==> config.mk <==
export PLATFORM = sky130hd
export DESIGN_NAME = operand_loader
export DESIGN_NICKNAME = d
export VERILOG_FILES = /design/src/rtl/operand_loader.sv
export SDC_FILE = /design/constraint.sdc
export NUM_CORES = 1
export LEC_CHECK = 0
export BUFFER_PORTS_ARGS = -buffer_cell sky130_fd_sc_hd__buf_2
export CORE_ASPECT_RATIO = 0.75
export CORE_MARGIN = 8
export CORE_UTILIZATION = 30
export DETAILED_ROUTE_END_ITERATION = 10
export PLACE_DENSITY = 0.56
export RECOVER_POWER = 25
export SYNTH_ARGS = -nofsm -noshare
export SYNTH_HDL_FRONTEND = slang
export SYNTH_SLANG_ARGS = --single-unit
==> constraint.sdc <==
create_clock -name clock -period 3.3 [get_ports clock]
set_clock_uncertainty 0.2 [all_clocks]
set_input_delay 0.66 -clock clock [delete_from_list [all_inputs] [get_ports clock]]
set_output_delay 0.66 -clock clock [all_outputs]
set_load 0.01 [all_outputs]
==> src/rtl/operand_loader.sv <==
// operand_loader
//
// Operand entry front end for the ALU datapath. A single raw load button is
// synchronized and debounced; each accepted press steps a fixed entry
// sequence (opcode, operand A, operand B, run) and captures the slide
// switches into the matching output register. A committed set is flagged
// by a `valid` level and a one-cycle `start` pulse. An asynchronous
// `cancel` request returns the sequence to opcode entry without touching
// the captured registers.
//
// Parameters
//   LENGTH_v         operand width in bits (>= 4)
//   DEBOUNCE_CYCLES  stable synchronized cycles needed to accept a level change (>= 2)
//
// Ports
//   clock     in   system clock, rising edge
//   reset     in   asynchronous active-high reset
//   load_btn  in   raw push button, active-high, asynchronous
//   cancel    in   abort request, active-high, asynchronous
//   switches  in   slide switches, quasi-static
//   A, B      out  captured operands (signed)
//   control   out  captured opcode (switches[3:0])
//   valid     out  high while A/B/control form a committed set
//   start     out  one-cycle pulse when a set is committed
//   state     out  current entry state, for LEDs
//
// state  | meaning
// -------+-----------------------------------------------
// S_OP   | waiting for press to capture opcode
// S_A    | waiting for press to capture operand A
// S_B    | waiting for press to capture operand B, commit
// S_RUN  | committed set presented; press returns to S_OP

module operand_loader #(
    parameter int LENGTH_v        = 5,
    parameter int DEBOUNCE_CYCLES = 16
) (
    input  logic                       clock,
    input  logic                       reset,
    input  logic                       load_btn,
    input  logic                       cancel,
    input  logic [LENGTH_v-1:0]        switches,
    output logic signed [LENGTH_v-1:0] A,
    output logic signed [LENGTH_v-1:0] B,
    output logic [3:0]                 control,
    output logic                       valid,
    output logic                       start,
    output logic [1:0]                 state
);

    localparam int CNT_W = (DEBOUNCE_CYCLES > 2) ? $clog2(DEBOUNCE_CYCLES) : 1;
    localparam logic [CNT_W-1:0] CNT_TC = CNT_W'(DEBOUNCE_CYCLES - 1);

    typedef enum logic [1:0] {
        S_OP  = 2'b00,
        S_A   = 2'b01,
        S_B   = 2'b10,
        S_RUN = 2'b11
    } state_t;

    state_t           state_q;
    logic             btn_meta, btn_sync;
    logic             cancel_meta, cancel_sync;
    logic [CNT_W-1:0] db_cnt;
    logic             db_level;
    logic             db_level_d;
    logic             press;

    assign state = state_q;

    always_ff @(posedge clock or posedge reset) begin
        if (reset) begin
            btn_meta    <= 1'b0;
            btn_sync    <= 1'b0;
            cancel_meta <= 1'b0;
            cancel_sync <= 1'b0;
        end else begin
            btn_meta    <= load_btn;
            btn_sync    <= btn_meta;
            cancel_meta <= cancel;
            cancel_sync <= cancel_meta;
        end
    end

    // Any cycle where the synchronized level agrees with the debounced level
    // clears the count, so a bounce restarts the qualification from zero.
    always_ff @(posedge clock or posedge reset) begin
        if (reset) begin
            db_cnt     <= '0;
            db_level   <= 1'b0;
            db_level_d <= 1'b0;
        end else begin
            db_level_d <= db_level;
            if (btn_sync != db_level) begin
                if (db_cnt == CNT_TC) begin
                    db_level <= btn_sync;
                    db_cnt   <= '0;
                end else begin
                    db_cnt <= db_cnt + 1'b1;
                end
            end else begin
                db_cnt <= '0;
            end
        end
    end

    // Rising edge of the debounced level only; releases produce no action.
    assign press = db_level & ~db_level_d;

    always_ff @(posedge clock or posedge reset) begin
        if (reset) begin
            state_q <= S_OP;
            A       <= '0;
            B       <= '0;
            control <= '0;
            valid   <= 1'b0;
            start   <= 1'b0;
        end else begin
            start <= 1'b0;
            if (cancel_sync) begin
                // A press coinciding with cancel is dropped here.
                state_q <= S_OP;
                valid   <= 1'b0;
            end else if (press) begin
                case (state_q)
                    S_OP: begin
                        control <= switches[3:0];
                        state_q <= S_A;
                    end
                    S_A: begin
                        A       <= switches;
                        state_q <= S_B;
                    end
                    S_B: begin
                        B       <= switches;
                        start   <= 1'b1;
                        valid   <= 1'b1;
                        state_q <= S_RUN;
                    end
                    S_RUN: begin
                        valid   <= 1'b0;
                        state_q <= S_OP;
                    end
                    default: begin
                        valid   <= 1'b0;
                        state_q <= S_OP;
                    end
                endcase
            end
        end
    end

endmodule
# --- Yosys cells after proc, flatten, opt, wreduce, memory -nomap -nowiden ---
# Index checks and enable logic that the tools add are counted.
word_totals:
  input_bits: 9
  output_inout_bits: 18
  reg_bits: 28
  word_cells: 41
op_classes:
  n_bitwise: 3
  n_reduce_logical: 8
  n_mux: 11
  eq_ne: 5
  addsub: 1
ops:
  columns: ["operator", "n"]
  rows:
  - ["AND reduction 3 bit", 3]
  - ["two-way mux 4 bit", 2]
  - ["case mux 2 bit (4 select lines)", 1]
  - ["two-way mux 1 bit", 5]
  - ["adder 4 x 1 -> 4 bit, second input constant", 1]
  - ["equality test 2 bit, second input constant", 2]
  - ["equality test 4 bit, second input constant", 1]
  - ["two-way mux 2 bit", 2]
  - ["AND reduction 2 bit", 2]
  - ["nonzero test 3 bit", 1]
  - ["equality test 2 x 1 -> 1 bit, second input constant", 1]
  - ["logical NOT 2 bit", 1]
  - ["NOT 1 bit", 2]
  - ["case mux 1 bit (2 select lines)", 1]
  - ["nonzero test 2 bit", 1]
  - ["AND 1 bit", 1]
  - ["inequality test 1 bit", 1]

# --- Depth between registers and ports, before layout ---
logic_depth:
  depth_word: 4
  mapped_depth: 4
  mapped_depth_nobuf: 4

# --- Least setup slack after synthesis ---
# OpenSTA, ideal clock, no wires.
synth_path:
  path_kind: "register to register"
  startpoint: "register state_q[0] (netlist: state[0])"
  endpoint: "register B[0]"
  path_slack_ps: 1629
  required_ps: 2975
  setup_time_ps: 125
  path_stages_with_launch: 5
  synth_period_minus_slack_ps: 1671
  path_buffers: 0
  arrival_time_ps: 1346
  path_cell_list: "dfrtp_1 inv_1 ha_1 nor3b_4 mux2_2"
synth_via:
  elab_chain_cells: 2
synth_rtl:
  columns: ["element", "line", "source"]
  rows:
  - ["start: declaration", "61", "state_t state_q;"]
  - ["start signal: assignment", "112", "state_q <= S_OP;"]
  - ["start signal: assignment", "122", "state_q <= S_OP;"]
  - ["start signal: assignment", "128", "state_q <= S_A;"]
  - ["equality test 2 bit", "125", "case (state_q)"]
  - ["AND reduction 3 bit (no line)", null, null]
  - ["end signal: assignment", "135", "B <= switches;"]
  - ["end: declaration", "44", "output logic signed [LENGTH_v-1:0] B,"]
# Every way passes these cells.
# A chain may end at the register's enable or synchronous reset.

# --- Worst setup path after layout ---
layout_path:
  startpoint: "register db_level_d"
  endpoint: "register B[1]"
layout_via:
  elab_chain_cells: 3
layout_rtl:
  columns: ["element", "line", "source"]
  rows:
  - ["start: declaration", "66", "logic db_level_d;"]
  - ["start signal: assignment", "93", "db_level_d <= db_level;"]
  - ["NOT 1 bit", "108", "assign press = db_level & ~db_level_d;"]
  - ["AND 1 bit", "108", null]
  - ["AND reduction 3 bit (no line)", null, null]
# Every way passes these cells.

==> results_dict.tcl <==
set metrics [dict create \
    cap_violations 0 \
    grt_use_met2_pct 11.2 \
    rsz0062_at_grt "no" \
    ios 27 \
    met3_usage_pct 1.42 \
    period_needed_ns 2.21 \
    rr_startpoint "db_level_d$_DFF_PP0_" \
    ant_nets 0 \
    swShare_pct 20.4 \
    tns_ns 0 \
    final_cells 156 \
    power_leakage_uw 0.000715 \
    clock_path_buffers 2 \
    num-fill-cells 362 \
    area_delta_synth_final_pct 19.9 \
    firstDrtPassIters 4 \
    slew-limit-headroom_pct 32.3 \
    syn-instance-count 75 \
    synth_top_cell_by_area "dfrtp_1" \
    overflow 0 \
    rr_worst_depth 3 \
    chipWidth_um 87.3 \
    drive_gt1_share_pct 47.1 \
    drt-vias-per-instance 4.17 \
    synth_nets 90 \
    portBuffers 26 \
    synth_cell_types 18 \
    reg2reg_to "B[1]$_DFFE_PP0P_" \
    ys_seq_elements 28 \
    wl_um 2070 \
    synth_top_area_share_pct 61.2 \
    dp_cells 152 \
    root_buffer "clkbuf_8" \
    critPathLaunchType "flop" \
    p_int_uw 463 \
    cts_tree "done" \
    drv_slew 0 \
    min_period_over_period_pct 66.9 \
    hold_class "reg2reg" \
    die-height_um 69.5 \
    crit_path_end_kind "flop" \
    yosysWarnings 0 \
    worstHoldPathCells 0 \
    place.gp.congestion 0.743 \
    max_freq_ghz 0.453 \
    syn_area_per_cell_um2 15.3 \
    crit_type "reg2reg" \
    core_area_mm2 0.00366 \
    setup_viol 0 \
    vias 651 \
    post_cts.repair.setup_buffers 0 \
    cp_max_fo 8 \
    required_ns 3.26 \
    ir_drop_mv 0.175 \
    tightest_slew_ns 1.02 \
    diodes 0 \
    wl_per_cell_um 13.3 \
    cts_buffers 3 \
    track_usage_pct 7.43 \
    slowest_stage "nor3b_1" \
    ys_seq_area_share_pct 61.2 \
    drt-initial-drc-count 37 \
    setup.worst_path.start "db_level_d$_DFF_PP0_" \
    yosys-top-cells-area "dfrtp_1 61%, mux2_2 16%, ha_1 6.6%" \
    p_switching_uw 119 \
    post_cts_resized 0 \
    die_area_mm2 0.00607 \
    seqPwrFrac_pct 60.8 \
    clock-sinks 28 \
    syn_area_mm2 0.00114 \
    clkPwrFrac_pct 35.6 \
    hold_start "btn_meta$_DFF_PP0_" \
    start_util_pct 31.3 \
    insertion_delay_ns 0.27 \
    cts_hold_buf 0 \
    grt_use_met1_pct 9.03 \
    hold_viol 0 \
    crit_path_cell_trace "nand2b_1 -> nor3b_1 -> mux2_2" \
    status "completed" \
    min_to "btn_sync$_DFF_PP0_" \
    grt_pass1_wl_um 3450 \
    drc_errors 0 \
    grt_pass1_vias 690 \
    grt-busiest-layer "met2" \
    grt_max_degree 29 \
    dp_hpwl_um 1570 \
    path_clk_slew_ns 0.09 \
    power.density_mw_per_mm2 424 \
    antenna_found_initial 0 \
    worstPathArrival_ns 2.17 \
    ctsHtreeMaxLevel 1 \
    nets 120 \
    combPwrFrac_pct 3.5 \
    placementRows 19 \
    critical_path.max_stage_delay_ns 0.81 \
    worst-r2r-setup-slack_ns 1.09 \
    hold_ws_ns 0.154 \
]
## power by group through the flow
stage	Sequential, uW	Combinational, uW	Clock [uW]
after floorplan	360	11.7	0
after global placement	361	19.8	0
after detailed placement	361	21.0	0
after CTS	355	21.2	215
after global routing	355	24.0	226
final	354	20.5	207
## per-layer routing
layer  vias up  routed length (um)
met3         5                  57
li1        316                   -
met5         -                   0
met2        13                 945
met4         0                  69
met1       317                 997
## cell families after synthesis
kind of cell	Yosys count	synth area share (%)
multiplexers	16	15.7
XOR/XNOR	2	1.53
AO/OA/AOI/OAI	6	2.84
flip-flops	28	61.2
buffers and inverters	5	2.29
adder cells (fa/ha/maj)	6	6.56
AND/OR/NAND/NOR	12	9.84
## registers in the layout (all words and copies together) (netlist names), 2 cells and up
signal and flops:
A 5, B 5, control 4, db_cnt 4, state 2
## critical path, delay by kind of cell, from the launching register on
family | cells | cell delay (ns)
multiplexers | 1 | 0.42
flip-flops | 1 | 0.36
AND/OR/NAND/NOR | 2 | 1.12
## worst max path at each step
stage,endpoint,slack (ns),cells past startpoint
global route,B[3]$_DFFE_PP0P_,0.87,4
floorplan,B[0]$_DFFE_PP0P_,1.63,4
detailed placement,B[4]$_DFFE_PP0P_,1.47,3
finish,B[1]$_DFFE_PP0P_,1.09,3
CTS,B[1]$_DFFE_PP0P_,1.45,3
global placement,B[2]$_DFFE_PP0P_,1.45,3
## final cells by class
type / instances / area, um^2 / share of cell area, %
sequential: 28 / 701 / 51.0
multi-input combinational: 42 / 407 / 29.6
timing repair buffer: 26 / 130 / 9.48
tap: 52 / 65.1 / 4.74
clock buffer: 4 / 55.1 / 4.01
inverter: 4 / 15.0 / 1.09
## synthesized netlist by cell type
master,instances
inv_1,4
or3_2,1
xnor2_1,2
o21ai_0,2
nand3_1,1
nor2b_1,2
dfrtp_1,28
nand4b_1,1
a211oi_1,1
nor3_1,1
ha_1,6
nand2b_1,1
a21oi_1,3
nor3b_1,1
nor3b_4,3
mux2_2,16
buf_6,1
nor2_1,1
## stage by stage
step	power, uW	cell area (um^2)	setup slack, ns	util, %
after floorplan	372	1140	1.63	-
after global placement	381	1330	1.45	36.3
after detailed placement	382	1330	1.47	36.3
after CTS	591	1380	1.45	37.8
after global routing	605	1370	0.873	37.5
final	582	1370	1.09	37.5
## cell usage in the layout (no fill, tap or decap)
cell,Yosys,layout
xnor2_1,2,2
or3_2,1,1
a211oi_1,1,1
nand2b_1,1,1
a21oi_1,3,3
nor3_1,1,1
nor3b_4,3,2
clkbuf_8,0,4
dfrtp_1,28,28
nand3_1,1,1
ha_1,6,6
nor2_1,1,1
inv_1,4,4
mux2_2,16,16
buf_2,0,26
nand4b_1,1,1
nor3b_1,1,2
o21ai_0,2,2
nor2b_1,2,2
No activity file was read; power rests on OpenSTA's default activity.
